`src/rtl/fifo_rd_pkg.sv`:
```
// Shared definitions for the async FIFO read-side stream adapter.
// Default widths are also used by the FIFO bench.
package fifo_rd_pkg;

  localparam int unsigned DEF_DSIZE = 16;
  localparam int unsigned DEF_CNT_W = 16;

  typedef enum logic [1:0] {
    OCC_EMPTY = 2'd0,
    OCC_ONE   = 2'd1,
    OCC_TWO   = 2'd2
  } occ_t;

endpackage

```
`src/rtl/fifo_rd_stream_if.sv`:
```
// Valid/ready stream carried out of the FIFO read adapter.
interface fifo_rd_stream_if #(
  parameter int unsigned DSIZE = 16
);

  logic             m_valid;
  logic             m_ready;
  logic [DSIZE-1:0] m_data;

  modport master (output m_valid, output m_data, input m_ready);
  modport slave  (input m_valid, input m_data, output m_ready);

endinterface

```
`src/rtl/fifo_rd_stream.sv`:
```
// Pops a first-word-fall-through FIFO into a 2-entry skid buffer and presents
// a registered valid/ready stream; counts delivered words.
module fifo_rd_stream
  import fifo_rd_pkg::*;
#(
  parameter int unsigned DSIZE = DEF_DSIZE,
  parameter int unsigned CNT_W = DEF_CNT_W
) (
  input  logic                 rclk,
  input  logic                 rrst_n,
  input  logic                 rempty,
  input  logic [DSIZE-1:0]     rdata,
  output logic                 rinc,
  fifo_rd_stream_if.master     m,
  input  logic                 clr_cnt,
  output logic [CNT_W-1:0]     pop_cnt
);

  occ_t             occ;
  logic             valid_q;
  logic [DSIZE-1:0] slot0;
  logic [DSIZE-1:0] slot1;
  logic             push;
  logic             fire;

  // Pop decision depends only on registered occupancy, never on m_ready.
  assign rinc = !rempty && (occ != OCC_TWO);
  assign push = rinc;
  assign fire = valid_q && m.m_ready;

  assign m.m_valid = valid_q;
  assign m.m_data  = slot0;

  always_ff @(posedge rclk or negedge rrst_n) begin
    if (!rrst_n) begin
      occ     <= OCC_EMPTY;
      valid_q <= 1'b0;
      slot0   <= '0;
      slot1   <= '0;
    end else begin
      case (occ)
        OCC_EMPTY: begin
          if (push) begin
            occ     <= OCC_ONE;
            valid_q <= 1'b1;
            slot0   <= rdata;
          end
        end
        OCC_ONE: begin
          if (push && !fire) begin
            occ   <= OCC_TWO;
            slot1 <= rdata;
          end else if (!push && fire) begin
            occ     <= OCC_EMPTY;
            valid_q <= 1'b0;
          end else if (push && fire) begin
            slot0 <= rdata;
          end
        end
        OCC_TWO: begin
          if (fire) begin
            occ   <= OCC_ONE;
            slot0 <= slot1;
          end
        end
        default: begin
          occ     <= OCC_EMPTY;
          valid_q <= 1'b0;
        end
      endcase
    end
  end

  // Clear takes priority; a handshake in the clearing cycle is not counted.
  always_ff @(posedge rclk or negedge rrst_n) begin
    if (!rrst_n) begin
      pop_cnt <= '0;
    end else if (clr_cnt) begin
      pop_cnt <= '0;
    end else begin
      pop_cnt <= pop_cnt + CNT_W'(fire);
    end
  end

endmodule

```
`src/flat_wrapper.sv`:
```
// flat-port wrapper written by rule: the top's interface ports become plain ports
module fifo_rd_stream_flat import fifo_rd_pkg::*;
#(
  parameter int unsigned DSIZE = DEF_DSIZE,
  parameter int unsigned CNT_W = DEF_CNT_W
)
  (rclk, rrst_n, rempty, rdata, rinc, clr_cnt, pop_cnt, m_m_valid, m_m_data, m_m_ready);
  fifo_rd_stream_if #(.DSIZE(DSIZE)) m_i ();
  input  logic rclk;
  input  logic rrst_n;
  input  logic rempty;
  input  logic [DSIZE-1:0] rdata;
  output logic rinc;
  input  logic clr_cnt;
  output logic [CNT_W-1:0] pop_cnt;
  output wire logic [$bits(m_i.m_valid)-1:0] m_m_valid;
  output wire logic [$bits(m_i.m_data)-1:0] m_m_data;
  input wire logic [$bits(m_i.m_ready)-1:0] m_m_ready;
  assign m_m_valid = m_i.m_valid;
  assign m_m_data = m_i.m_data;
  assign m_i.m_ready = m_m_ready;
  fifo_rd_stream #(.DSIZE(DSIZE), .CNT_W(CNT_W)) u_core (.rclk(rclk), .rrst_n(rrst_n), .rempty(rempty), .rdata(rdata), .rinc(rinc), .m(m_i), .clr_cnt(clr_cnt), .pop_cnt(pop_cnt));
endmodule
```
`config.mk`:
```
export PLATFORM = sky130hd
export DESIGN_NAME = fifo_rd_stream_flat
export DESIGN_NICKNAME = d
export VERILOG_FILES = /design/src/rtl/fifo_rd_pkg.sv /design/src/rtl/fifo_rd_stream_if.sv /design/src/rtl/fifo_rd_stream.sv /design/src/flat_wrapper.sv
export SDC_FILE = /design/constraint.sdc
export NUM_CORES = 1
export LEC_CHECK = 0
export CAP_MARGIN = 10
export CORE_MARGIN = 3
export CORE_UTILIZATION = 40
export DETAILED_ROUTE_END_ITERATION = 10
export MAX_ROUTING_LAYER = met4
export PLACE_DENSITY = 0.79
export SETUP_SLACK_MARGIN = 0.4
export SKIP_LAST_GASP = 1
export SYNTH_ARGS = -nofsm -noshare
export SYNTH_HDL_FRONTEND = slang
export SYNTH_SLANG_ARGS = --single-unit
```
`constraint.sdc`:
```
create_clock -name rclk -period 2.4 [get_ports rclk]
set_input_delay 0.36 -clock rclk [delete_from_list [all_inputs] [get_ports rclk]]
set_output_delay 0.36 -clock rclk [all_outputs]
set_load 0.03 [all_outputs]
```
==> metrics.txt <==
WHS approximately 0.46 ns; Peak Freq between 500 and 600 MHz; fin worst setup slack roughly 0.5 ns; CP Class in -> reg; clk_lat worst skew 0.30 ns; post-place setup slack about 0.18 ns; R2R depth 4; CTS resizes 0; Internal around 2.0 mW; Mapped Cells approximately 210; Logic pwr share 0.409; vias between 1,500 and 2,000; CP Data Arrival Time 2.14 ns; Post-Syn Nets between 200 and 250; Worst path slowest cell clkdlybuf4s50_1; GRT Overall Usage 0.157; status finished, final reports clean; Inserted Clock Buffers 5; Longest Clk Path Bufs 2; Worst Setup End Kind register; post-CTS setup buffers 0; Register Area 0.00128 mm²; Row Count 26; Yosys cell types 26; Total Routed Length roughly 4600 µm; worst hold path class in -> async; number of global-route vias before repair approximately 1,700; DIE AREA between 0.006 and 0.007 mm²; routed length per instance between 10 and 15 µm; initial antenna violation count 0; fin. max-slew vios 0; VDD IR max ~760 µV; clk sinks 51; final setup vio count 0; first-pass GRT wire length 7790 µm; largest net degree at the start of global routing 33; post-route ant nets 0; Slew headroom 0.766; gr ovfl total 0; worst clock skew 0.00592 ns; worst-path cell chain clkdlybuf4s50_1 -> nand4_2 -> or3_4 -> or4_1 -> a21oi_1; Lkg Pwr roughly 1.3 nW; Yosys reg bits slightly above 50; DRC violation count after routing 0; CP max FO 6; max incr delay on CP slightly above 0.5 ns; worst slew pin tran 0.348 ns; I/O pin cnt between 50 and 60; First-pass DRT Iterations 4; Clock power frac 0.161; routability cong. 0.791; Reg clk slew, reported paths 0.09 ns; multi-input logic area roughly 930 µm²; fin crit share 0.797; Worst EP required about 2.6 ns; diode count 0; ys async rst share 1.00; Final Hold Viols 0; synth warn 0; post-synthesis cell area around 0.0023 mm²; Final min period about 1.9 ns; switching fraction of total power 0.371; setup_tns 0 ns; post-synthesis sequential area ratio 0.564; synthesized area per cell about 11 µm²; RSZ-0062 raised after global routing no; DPL Wire Length around 3300 µm; Psw around 1.2 mW; port buffer count between 50 and 60; max-cap viol count 0; sequential power share 0.430; fillers about 460; Die Ht 81.2 µm; Yosys top cell area share 0.564; layout cells sized above 1 0.156; Synth area leaders dfrtp_1 56%, mux2_2 8.5%, mux2i_1 7.5%, o21ai_0 4.2%, xnor2_1 3.9%; core box area 0.00530 mm²; Layout area overhead 33.9%; Post-synth EDFFs 0; Startpoint Class input port; vias per inst a little under 5; Final nets 289; ys flop type dfrtp_1; Initial Util 0.427; PD cells ~1000 mW/mm²; cell taking the most area after synthesis dfrtp_1; Die Wd 81.2 µm; initial DRC count 61; # H-tree levels 2; total power approximately 3.1 mW; CTS root buf clkbuf_8; CTS tree done
[cell usage after synthesis (2+ instances only)]
library cell  number
mux2_2            17
clkbuf_1           6
inv_1              6
xnor2_1           10
dfrtp_1           51
nand2_1           22
mux2i_1           17
nand4_1            2
a21oi_1            5
nor2b_1            2
nand3_1            6
buf_2              4
xor2_1             2
nand2b_1           2
o21ai_0           19
or3_1              3
o22ai_1            2
nor2_1            16
nor3_1             3
nor4_1             4
[cell type report]
| type | count | share of cell area |
|---|---|---|
| Sequential cell | 51 | 0.421 |
| Clock buffer | 5 | 0.0227 |
| Clock inverter | 3 | 0.00743 |
| Inverter | 6 | 0.00743 |
| Timing Repair Buffer | 66 | 0.206 |
| Multi-Input combinational cell | 138 | 0.306 |
| Tap cell | 70 | 0.0289 |
[registers in the layout, indices dropped and copies added, names as in the netlist]
signal and cells:
u_core.pop_cnt 16, u_core.m.m_valid 1, u_core.occ 2, u_core.slot1 16, u_core.m.m_data 16
[cell usage in the layout (no fill, tap or decap)]
master	instances
clkdlybuf4s50_1	52
dfrtp_1	51
nand2_1	22
o21ai_0	19
mux2_2	17
mux2i_1	17
nor2_1	16
buf_4	12
xnor2_1	10
nand3_1	6
inv_1	6
a21oi_1	5
clkbuf_8	5
nor4_1	4
nor3_1	3
or3_1	3
nand4_1	2
nor2b_1	2
xor2_1	2
nand2b_1	2
o22ai_1	2
nand4_2	1
or3_4	1
o31ai_1	1
or4_1	1
a31o_2	1
a31oi_2	1
clkinv_2	1
inv_6	1
clkinv_4	1
dlygate4sd3_1	1
buf_2	1
[per-layer routing]
layer  global-route usage  wire, µm  vias to the layer above
met3               0.0466       269                        2
met1                0.197      2120                      793
met5                    -         0                        -
li1                     -         -                      830
met2                0.259      2170                       52
met4               0.0203         8                        0
[worst paths after layout]
| kind | from | to | slack [ns] |
|---|---|---|---|
| worst max-delay path | m_m_ready | u_core.pop_cnt[14] | 0.49 |
| worst min-delay path | rrst_n | u_core.pop_cnt[3] | 0.46 |
| worst max register to register | u_core.m.m_valid | u_core.pop_cnt[14] | 0.51 |
| worst min register to register | u_core.m.m_data[12] | u_core.m.m_data[12] | 0.49 |
| max in group asynchronous | rrst_n | u_core.pop_cnt[9] | 1.38 |
| min in group rclk | u_core.m.m_data[12] | u_core.m.m_data[12] | 0.49 |
[power by group through the flow]
stage | sequential (mW) | combinational, mW | clock [mW]
finish | 1.34 | 1.28 | 0.504
global route | 1.39 | 1.40 | 0.561
CTS | 1.35 | 1.30 | 0.522
detailed placement | 1.36 | 1.29 | 0
global placement | 1.35 | 1.26 | 0
floorplan | 1.61 | 0.528 | 0
[worst max-delay path, delay by kind of cell]
family	cells	cell delay, ns
buffers and inverters	1	0.51
AOI/OAI and AO/OA	1	0.15
and+or+nand+nor	3	1.12
[cell families after synthesis]
group / synth area share
buffers and inverters: 0.0287
AND/OR/NAND/NOR: 0.133
multiplexers: 0.160
AO/OA/AOI/OAI: 0.0685
XOR/XNOR: 0.0464
flip-flops: 0.564
[per-stage QoR]
step	utilization	cell area, µm²	cells
after floorplan	-	2260	205
after global placement	0.553	2930	330
after detailed placement	0.553	2930	330
after CTS	0.572	3030	339
after global routing	0.572	3030	339
final	0.572	3030	339
[what timing repair did]
item	CTS	global route
endpoints found under the setup margin	0	0
hold buffers	1	0
endpoints found under the hold margin	9	0
Power figures use the tool's default switching activity.
